===== src/rtl/framebuffer_writer.sv =====
// ---------------------------------------------------------------------------
// framebuffer_writer
//   Write-side engine for the HPIXELS x VPIXELS 8-bpp tile framebuffer that
//   the display read path scans (addr = y*HPIXELS + x). After reset it clears
//   the whole framebuffer to CLEAR_COLOR, then accepts draw commands (PIXEL,
//   RECT, CLEAR) over a valid/ready handshake. Each command is resolved to a
//   clipped rectangle and written row-major, one tile per cycle.
//
// Ports
//   clk, rst_n         system clock, asynchronous active-low reset
//   vc                 current vertical scan count (VBLANK_GATE_EN only)
//   cmd_valid/ready    command handshake
//   cmd_op             0=PIXEL 1=RECT 2=CLEAR 3=NOP
//   cmd_x/y/w/h/color  rectangle origin, size and colour
//   wr_en/addr/data    framebuffer write port (one write per cycle)
//   busy               high while clearing or drawing
//   done               one-cycle pulse when a command completes
//
// Configuration
//   VBLANK_GATE_EN     when defined, adds the vc input and stalls writes
//                      until vc >= VPIXELS*BLOCKING_FACTOR (vertical blank).
// ---------------------------------------------------------------------------
module framebuffer_writer #(
  parameter int unsigned HPIXELS         = 32,
  parameter int unsigned VPIXELS         = 24,
  parameter int unsigned BLOCKING_FACTOR = 20,
  parameter logic [7:0]  CLEAR_COLOR     = 8'h00
) (
  input  logic       clk,
  input  logic       rst_n,
`ifdef VBLANK_GATE_EN
  input  logic [9:0] vc,
`endif
  input  logic       cmd_valid,
  output logic       cmd_ready,
  input  logic [1:0] cmd_op,
  input  logic [4:0] cmd_x,
  input  logic [4:0] cmd_y,
  input  logic [5:0] cmd_w,
  input  logic [5:0] cmd_h,
  input  logic [7:0] cmd_color,
  output logic       wr_en,
  output logic [9:0] wr_addr,
  output logic [7:0] wr_data,
  output logic       busy,
  output logic       done
);

  localparam logic [5:0] HP6         = 6'(HPIXELS);
  localparam logic [5:0] VP6         = 6'(VPIXELS);
  localparam logic [6:0] HP7         = 7'(HPIXELS);
  localparam logic [6:0] VP7         = 7'(VPIXELS);
  localparam logic [9:0] HP10        = 10'(HPIXELS);
  localparam logic [9:0] VBLANK_LINE = 10'(VPIXELS * BLOCKING_FACTOR);

  typedef enum logic [1:0] {
    S_INIT_CLR = 2'd0,
    S_IDLE     = 2'd1,
    S_DRAW     = 2'd2
  } state_e;

  state_e     state_q, state_d;
  logic [4:0] x_q, x_d;        // next tile column to write
  logic [4:0] y_q, y_d;        // next tile row to write; == yend_q when finished
  logic [4:0] x0_q, x0_d;      // row restart column
  logic [5:0] xend_q, xend_d;  // clipped exclusive column limit
  logic [5:0] yend_q, yend_d;  // clipped exclusive row limit
  logic [7:0] color_q, color_d;
  logic       wr_en_q, wr_en_d;
  logic [9:0] wr_addr_q, wr_addr_d;
  logic [7:0] wr_data_q, wr_data_d;
  logic       cmd_ready_q, cmd_ready_d;
  logic       busy_q, busy_d;
  logic       done_q, done_d;

  logic gate;
`ifdef VBLANK_GATE_EN
  assign gate = (vc >= VBLANK_LINE);
`else
  assign gate = 1'b1;
`endif

  // Command resolution and clipping
  logic [4:0] r_x, r_y;
  logic [5:0] r_w, r_h;
  logic [7:0] r_color;
  logic [6:0] r_xsum, r_ysum;
  logic [5:0] r_xend, r_yend;
  logic       r_empty;

  always_comb begin
    r_x     = cmd_x;
    r_y     = cmd_y;
    r_w     = cmd_w;
    r_h     = cmd_h;
    r_color = cmd_color;
    case (cmd_op)
      2'd0: begin
        r_w = 6'd1;
        r_h = 6'd1;
      end
      2'd1: ;
      2'd2: begin
        r_x     = '0;
        r_y     = '0;
        r_w     = HP6;
        r_h     = VP6;
        r_color = CLEAR_COLOR;
      end
      default: begin
        r_w = '0;
        r_h = '0;
      end
    endcase
    r_xsum  = {2'b00, r_x} + {1'b0, r_w};
    r_ysum  = {2'b00, r_y} + {1'b0, r_h};
    r_xend  = (r_xsum > HP7) ? HP6 : r_xsum[5:0];
    r_yend  = (r_ysum > VP7) ? VP6 : r_ysum[5:0];
    r_empty = (r_w == '0) || (r_h == '0) || ({1'b0, r_y} >= VP6);
  end

  // Position being written this cycle: the freshly resolved origin on a
  // handshake (so the first write lands the cycle after it), otherwise the
  // stored scan position.
  logic       accept;
  logic [4:0] cur_x, cur_y, cur_x0;
  logic [5:0] cur_xend;
  logic [5:0] nx;

  assign accept = (state_q == S_IDLE) && cmd_valid && cmd_ready_q;

  always_comb begin
    cur_x    = x_q;
    cur_y    = y_q;
    cur_x0   = x0_q;
    cur_xend = xend_q;
    if (state_q == S_IDLE) begin
      cur_x    = r_x;
      cur_y    = r_y;
      cur_x0   = r_x;
      cur_xend = r_xend;
    end
    nx = {1'b0, cur_x} + 6'd1;
  end

  always_comb begin
    state_d     = state_q;
    x_d         = x_q;
    y_d         = y_q;
    x0_d        = x0_q;
    xend_d      = xend_q;
    yend_d      = yend_q;
    color_d     = color_q;
    wr_en_d     = 1'b0;
    wr_addr_d   = wr_addr_q;
    wr_data_d   = wr_data_q;
    cmd_ready_d = cmd_ready_q;
    busy_d      = busy_q;
    done_d      = 1'b0;

    case (state_q)
      S_IDLE: begin
        if (accept) begin
          if (r_empty) begin
            done_d = 1'b1;
          end else begin
            state_d     = S_DRAW;
            cmd_ready_d = 1'b0;
            busy_d      = 1'b1;
            x_d         = r_x;
            y_d         = r_y;
            x0_d        = r_x;
            xend_d      = r_xend;
            yend_d      = r_yend;
            color_d     = r_color;
          end
        end
      end
      S_INIT_CLR, S_DRAW: begin
        if ({1'b0, y_q} == yend_q) begin
          state_d     = S_IDLE;
          cmd_ready_d = 1'b1;
          busy_d      = 1'b0;
          done_d      = (state_q == S_DRAW);
        end
      end
      default: state_d = S_IDLE;
    endcase

    // Shared write/advance path for handshake, init clear and draw
    if (gate && ((accept && !r_empty) ||
                 (((state_q == S_INIT_CLR) || (state_q == S_DRAW)) &&
                  ({1'b0, y_q} != yend_q)))) begin
      wr_en_d   = 1'b1;
      wr_addr_d = 10'(cur_y) * HP10 + 10'(cur_x);
      wr_data_d = accept ? r_color : color_q;
      if (nx >= cur_xend) begin
        x_d = cur_x0;
        y_d = cur_y + 5'd1;
      end else begin
        x_d = nx[4:0];
        y_d = cur_y;
      end
    end
  end

  always_ff @(posedge clk or negedge rst_n) begin
    if (!rst_n) begin
      state_q     <= S_INIT_CLR;
      x_q         <= '0;
      y_q         <= '0;
      x0_q        <= '0;
      xend_q      <= HP6;
      yend_q      <= VP6;
      color_q     <= CLEAR_COLOR;
      wr_en_q     <= 1'b0;
      wr_addr_q   <= '0;
      wr_data_q   <= '0;
      cmd_ready_q <= 1'b0;
      busy_q      <= 1'b1;
      done_q      <= 1'b0;
    end else begin
      state_q     <= state_d;
      x_q         <= x_d;
      y_q         <= y_d;
      x0_q        <= x0_d;
      xend_q      <= xend_d;
      yend_q      <= yend_d;
      color_q     <= color_d;
      wr_en_q     <= wr_en_d;
      wr_addr_q   <= wr_addr_d;
      wr_data_q   <= wr_data_d;
      cmd_ready_q <= cmd_ready_d;
      busy_q      <= busy_d;
      done_q      <= done_d;
    end
  end

  assign cmd_ready = cmd_ready_q;
  assign wr_en     = wr_en_q;
  assign wr_addr   = wr_addr_q;
  assign wr_data   = wr_data_q;
  assign busy      = busy_q;
  assign done      = done_q;

endmodule


===== config.mk =====
export PLATFORM = sky130hd
export DESIGN_NAME = framebuffer_writer
export DESIGN_NICKNAME = d
export VERILOG_FILES = /design/src/rtl/framebuffer_writer.sv
export SDC_FILE = /design/constraint.sdc
export NUM_CORES = 1
export LEC_CHECK = 0
export ABC_AREA = 0
export BUFFER_PORTS_ARGS = -buffer_cell sky130_fd_sc_hd__buf_2
export CAP_MARGIN = 20
export CORE_MARGIN = 4
export CORE_UTILIZATION = 55
export DETAILED_ROUTE_END_ITERATION = 10
export GPL_TIMING_DRIVEN = 0
export PLACE_DENSITY_LB_ADDON = 0.2
export SYNTH_ARGS = -nofsm -noshare
export SYNTH_HDL_FRONTEND = slang
export SYNTH_SLANG_ARGS = --single-unit

===== constraint.sdc =====
create_clock -name clk -period 5.47 [get_ports clk]
set_clock_uncertainty 0.15 [all_clocks]
set_input_delay 0.547 -clock clk [delete_from_list [all_inputs] [get_ports clk]]
set_output_delay 0.547 -clock clk [all_outputs]
set_load 0.02 [all_outputs]

==> summary.md, run 1 <==
| Metric | Value |
|---|---|
| Outcome | completed |
| Pins over their slew limit | 0 |
| First DRT Iteration DRCs | around 290 |
| GR Util met2 | approximately two fifths |
| Share of layout cells above drive strength 1 | approximately a fifth |
| Setup Fix Bufs, Post-CTS | 0 |
| R2R setup slack | ~0.55 ns |
| CP max-delay cell | a221oi_1 |
| Resize count post-CTS | 0 |
| Starting density of the core | approximately 58% |
| Met3 Track Usage GR | around 4.3% |
| WP buf/inv | 7 |
| CP Launch Type | primary input |
| Area Growth Syn to Fin | 16.7% |
| Port bufs | 56 |
| Global Route met1 Usage | around 33% |
| Largest net degree at the start of global routing | 33 |
| Post-Syn Area | around 0.0037 mm2 |
| RR Endpoint | x_q[2] |
| Top cell by count, worst path | buf_2 |
| Vias per Instance | 5.74 |
| Commonest non-fill, non-tap cells in the layout | nand2_1, buf_2, dfrtp_1, o21ai_0, a21oi_1 |
| Yosys top cell area share | ~37% |
| Sequential cell area fraction in the yosys report | about two fifths |
| Core Area | 0.00646 mm2 |
| Max incr delay on CP | approximately 0.45 ns |
| Die X-Extent | roughly 90 um |
| Vias post-DR | 3369 |
| Post-route DRC | 0 |
| Worst path depth | 22 |
| Largest delay share family, worst path | buffers and inverters |
| Clk buf depth | 2 |
| GRT Total Usage | 24.2% |
| WL/cell | between 15 and 20 um |
| Mapped Cells | about 440 |
| Die area | between 0.008 and 0.009 mm2 |
| Post-Place Setup Slack | -0.123 ns |
| Achievable Freq | around 200 MHz |
| Worst-path clk slew | approximately 0.080 ns |
| Max VDD drop | around 0.24 mV |
| P_int | between 1 and 1.5 mW |
| Number of synthesized register bits | about 60 |
| Slew @ Worst Pin | ~0.73 ns |
| Gate power share | ~53% |
| Final worst slack | ~0.48 ns |
| Clk_lat worst skew | roughly 0.34 ns |
| H-tree levels | 3 |
| WL final | between 9000 and 10000 um |
| Hold_buf cts | 0 |
| Most Used Layer, Global Route | met2 |
| Post-synth EDFFs | 0 |
| # nets final | 560 |
| Synth Warn # | 0 |
| Post-DP HPWL | roughly 7100 um |
| Ant diodes | 0 |
| Non-Filler Instances | roughly 590 |
| CP max FO | 19 |
| # fillers | approximately 570 |
| Netlist cell types | 59 |
| Worst setup startpoint | cmd_op[0] |
| Antenna viol nets, final | 0 |
| Power per cell area | about 600 mW/mm2 |
| Ys async rst share | 100% |
| Syn Nets | 493 |
| Switching Share | approximately 44% |
| Min-Delay Path Class | primary input to async pin |
| WP data arrival | 5.05 ns |
| Mean Syn Cell Area | 8.49 um2 |
| Commonest non-fill, non-tap cell in the layout | nand2_1 |
| TritonCTS clock tree | yes |
| Grt total ovfl | 0 |
| Vias in the first global route | between 3000 and 4000 |
| Sw Pwr | 1.15 mW |
| I/O pin count | between 50 and 60 |
| Reg2reg path depth | 18 |
| Total CTS buffers | 9 |
| Row count | 29 |
| Final setup viols | 0 |
| Worst-path cell chain | buf_2 -> nand2b_1 -> buf_2 -> buf_2 -> nand2_1 -> inv_1 -> ha_1 -> a21oi_1 -> nor2b_1 -> a31o_2 -> mux2i_1 -> nand2b_1 -> clkbuf_1 -> a2bb2oi_1 -> ha_1 -> and3_1 -> a221oi_1 -> buf_2 -> clkbuf_1 -> a21oi_1 -> a21oi_1 -> o21ai_0 |
| Setup crit end | x_q[2] |
| Leak | roughly 2.1 nW |
| Clock Power Share | between 10% and 20% |
| Synth top area cells | dfrtp_1, nand2_1, ha_1 |
| Placed Area | between 0.004 and 0.005 mm2 |
| Max_slew headroom | between 50% and 60% |
| Placed Cells | between 500 and 600 |
| Die Ht | between 90 and 100 um |
| Reg power frac | 29.7% |
| Final min period | 4.99 ns |
| Crit. End Element | register |
| RSZ-0062 raised after global routing | no |
| Main synth FF type | dfrtp_1 |
| Clock root buffer | clkbuf_8 |
| Final Hold Fails | 0 |
| First-pass GRT wire length | 16000 um |
| Drt pass-1 iters | 6 |
| Initial antenna violation count | 0 |
| Design area | ~0.0043 mm2 |
| Total of max-cap violations | 0 |
| Yosys top cell by area | dfrtp_1 |
| Critical path class | primary input to register |
| Final Cycle Share | 91.2% |
| Sink Count | between 50 and 60 |
| Worst reg2reg startpoint | state_q[0] |
| GPL Wtd Cong | 0.871 |
| Worst EP required | 5.53 ns |
[flip-flops by register name, summed over array words and instances, names as in the netlist]
| signal | flops |
|---|---|
| wr_data | 8 |
| done | 1 |
| state_q | 2 |
| xend_q | 6 |
| x0_q | 5 |
| x_q | 5 |
| yend_q | 6 |
| y_q | 5 |
| busy | 1 |
| color_q | 8 |
| wr_en | 1 |
| cmd_ready | 1 |
| wr_addr | 10 |
[cells by family after synthesis]
group           count (synthesis)  synth area share [%]
flops                          59                  39.8
xor+xnor                       16                  3.77
simple gates                  180                  23.7
compound gates                110                  17.4
fa+ha+maj                      20                  7.13
mux                             9                  2.56
buf+inv                        44                  5.59
[worst min-delay path by stage]
stage                            end  cells after the start
after floorplan            cmd_ready                      0
after global placement    wr_data[2]                      2
after detailed placement  wr_data[1]                      2
after CTS                 wr_data[6]                      1
after global routing       xend_q[0]                      1
final                     wr_data[6]                      1
[worst register-to-register path: cells and delay by family (launching register included)]
kind | cells | cell delay (ns)
AOI/OAI and AO/OA | 6 | 1.26
adders and majority gates | 2 | 0.43
DFF | 1 | 0.41
and+or+nand+nor | 3 | 0.44
buffers and inverters | 6 | 1.91
xor gates and xnor gates | 1 | 0.20
[power by group through the flow]
| stage | registers (mW) | clock network, mW | logic, mW |
|---|---|---|---|
| 4_1_cts | 0.771 | 0.453 | 1.37 |
| 3_3_place_gp | 0.767 | 0 | 1.32 |
| 3_5_place_dp | 0.777 | 0 | 1.37 |
| 5_1_grt | 0.800 | 0.478 | 1.55 |
| 2_1_floorplan | 0.838 | 0 | 0.927 |
| 6_report | 0.771 | 0.449 | 1.38 |
[metrics by stage]
stage / TNS [ns] / hold slack [ns] / utilization [%] / power [mW]
2_1_floorplan: 0 / 0.101 / - / 1.76
3_3_place_gp: 0 / 0.308 / 63.4 / 2.08
3_5_place_dp: -0.432 / 0.315 / 63.7 / 2.14
4_1_cts: 0 / 0.127 / 67.2 / 2.60
5_1_grt: 0 / 0.160 / 67.2 / 2.83
6_report: 0 / 0.112 / 67.2 / 2.60
[final cells by class]
| type | instances | area [um2] | share of cell area, % |
|---|---|---|---|
| Tap cell | 77 | 96.3 | 2.22 |
| Multi-Input combinational cell | 335 | 2030 | 46.8 |
| Buffer | 26 | 140 | 3.23 |
| Inverter | 17 | 63.8 | 1.47 |
| Timing Repair Buffer | 57 | 300 | 6.92 |
| Clock inverter | 6 | 88.8 | 2.05 |
| Sequential cell | 59 | 1480 | 34.2 |
| Clock buffer | 10 | 138 | 3.17 |
[synthesized netlist by cell type (2+ instances only)]
library cell and count:
a21boi_0 2, and3_1 3, a2bb2oi_1 2, nor4_1 2
a31oi_1 2, a21oi_1 36, xnor2_1 13, nor4_4 2
dfrtp_1 55, mux2_2 4, a22o_1 2, nor2b_1 7
o31ai_1 4, buf_2 10, o21ai_1 2, fa_1 2
a221oi_1 2, buf_4 2, o21ai_0 40, nand2_1 88
o31a_1 4, inv_1 16, dfstp_2 4, a21o_1 5
ha_1 18, buf_1 2, nor2_1 29, xor2_1 3
clkbuf_1 10, nand3_1 13, a211oi_1 2, nand4_1 3
nor3_1 4, buf_6 3, mux2i_1 5, and2_1 10
nand2b_1 5
[per-layer routing]
metal | vias up | part of all wire (%)
met5 | - | 0
met4 | 0 | 1.5
met3 | 11 | 5.2
met2 | 109 | 46
met1 | 1602 | 47
li1 | 1647 | -
Note: power is estimated with default switching activity, not from simulation.
==> run 2, diff against run 1 <==
--- a/config.mk
+++ b/config.mk
@@ -12,6 +12,7 @@
 export CORE_UTILIZATION = 55
 export DETAILED_ROUTE_END_ITERATION = 10
 export GPL_TIMING_DRIVEN = 0
+export MAX_ROUTING_LAYER = met4
 export PLACE_DENSITY_LB_ADDON = 0.2
 export SYNTH_ARGS = -nofsm -noshare
 export SYNTH_HDL_FRONTEND = slang
==> summary.md, run 2 (same netlist as run 1, synthesis figures left out) <==
| Metric | Value |
|---|---|
| CP max FO | 19 |
| Worst EP required | ~5.5 ns |
| Slew @ Worst Pin | 0.730 ns |
| Worst-path clk slew | about 0.07 ns |
| First DRT Iteration DRCs | 227 |
| Number of flip-flops in the largest register | 10 |
| Core Area | around 0.0065 mm2 |
| Area Growth Syn to Fin | 16.7% |
| WP data arrival | between 5 and 6 ns |
| Die area | ~0.008 mm2 |
| Power per cell area | 600 mW/mm2 |
| Crit. End Element | register |
| Hold_buf cts | 0 |
| Vias in the first global route | ~3300 |
| Commonest non-fill, non-tap cell in the layout | nand2_1 |
| Largest net degree at the start of global routing | 33 |
| Antenna viol nets, final | 0 |
| Clk_lat worst skew | between 0.3 and 0.4 ns |
| GPL Wtd Cong | 0.885 |
| Min-Delay Path Class | primary input to async pin |
| Ant diodes | 0 |
| Clock root buffer | clkbuf_8 |
| Max VDD drop | between 0.2 and 0.25 mV |
| Vias per Instance | around 5.7 |
| Share of layout cells above drive strength 1 | 20.6% |
| Critical path class | primary input to register |
| First-pass GRT wire length | 16000 um |
| Drt pass-1 iters | 6 |
| Outcome | completed |
| Total CTS buffers | 9 |
| Commonest non-fill, non-tap cells in the layout | nand2_1, buf_2, dfrtp_1, o21ai_0, a21oi_1 |
| Port bufs | 56 |
| Pins over their slew limit | 0 |
| WL/cell | between 15 and 20 um |
| Post-route DRC | 0 |
| Final Hold Fails | 0 |
| Final setup viols | 0 |
| # fillers | 571 |
| Largest delay share family, worst path | buffers and inverters |
| GRT Total Usage | roughly a quarter |
| Sink Count | 59 |
| Fin util | 67.2% |
| CP Launch Type | primary input |
| I/O pin count | 57 |
| Die Ht | 90.2 um |
| Post-DP HPWL | 7100 um |
| Final Cycle Share | roughly 92% |
| WL final | ~9300 um |
| WP buf/inv | 7 |
| Placed Cells | between 500 and 600 |
| Multi-input logic area | about 0.0020 mm2 |
| Total of max-cap violations | 0 |
| Grt total ovfl | 0 |
| Starting density of the core | a little under three fifths |
| Clk buf depth | 2 |
| # nets final | 560 |
| Sequential cell area | roughly 0.0015 mm2 |
| Non-Filler Instances | just under 600 |
| Initial antenna violation count | 0 |
| TritonCTS clock tree | yes |
| Row count | 29 |
| Final min period | 5.01 ns |
| Max incr delay on CP | 0.45 ns |
| Leak | ~2.1 nW |
| Die X-Extent | about 90 um |
| Max_slew headroom | approximately half |
| Worst-path cell chain | buf_2 -> nand2b_1 -> buf_2 -> buf_2 -> nand2_1 -> inv_1 -> ha_1 -> a21oi_1 -> nor2b_1 -> a31o_2 -> mux2i_1 -> nand2b_1 -> clkbuf_1 -> o21ai_0 -> ha_1 -> nor2b_1 -> o21ai_0 -> a221oi_1 -> buf_2 -> clkbuf_1 -> a21oi_1 -> a21oi_1 -> o21ai_0 |
| RSZ-0062 raised after global routing | no |
| Top cell by count, worst path | buf_2 |
| CP max-delay cell | a221oi_1 |
| Vias post-DR | 3367 |
| Achievable Freq | between 150 and 200 MHz |
| H-tree levels | 3 |
==> run 2: path summary, 6_finish.rpt <==
check	start	endpoint	slack, ns	cells past startpoint
setup / recovery	cmd_op[0]	x_q[2]	0.46	23
hold / removal	rst_n	wr_data[6]	0.11	1
setup reg to reg	state_q[0]	x_q[2]	0.49	18
hold reg to reg	wr_data[1]	wr_data[1]	0.32	2
max in group asynchronous	rst_n	yend_q[4]	4.37	2
min in group clk	cmd_color[2]	color_q[2]	0.32	3
==> run 2: layer usage <==
layer	share of wire, %	track usage (%)	up-vias
met1	47	33.4	1605
met2	46	38.4	106
li1	-	-	1646
met4	1.5	9.06	0
met5	0	-	-
met3	5.3	4.26	10
==> run 2: cell type report <==
class | instances | share of cell area (%)
repair buffers | 57 | 6.92
clock inverters | 6 | 2.05
well taps | 77 | 2.22
plain buffers | 26 | 3.23
inverters | 17 | 1.47
flip-flops and latches | 59 | 34.2
clock buffers | 10 | 3.17
multi-input cells | 335 | 46.8
==> run 2: per-stage QoR <==
step	TNS, ns	area (um2)	setup WS (ns)	total power, mW	hold WS (ns)
2_1_floorplan	0	3720	1.04	1.76	0.101
3_3_place_gp	0	4100	0.0762	2.08	0.308
3_5_place_dp	-0.432	4120	-0.123	2.14	0.315
4_1_cts	0	4340	0.241	2.60	0.127
5_1_grt	0	4340	0.0154	2.83	0.162
6_report	0	4340	0.460	2.60	0.110
==> run 2: power breakdown <==
part	total, mW	switching, mW	internal, mW
Clock	0.450	0.182	0.269
Sequential	0.772	0.121	0.651
Combinational	1.38	0.852	0.531
Total	2.60	1.15	1.45
==> run 2: what timing repair did <==
action,CTS,global route
gates resized for setup,0,0
setup buffers,0,0
endpoints found under the hold margin,0,0
endpoints found under the setup margin,0,6
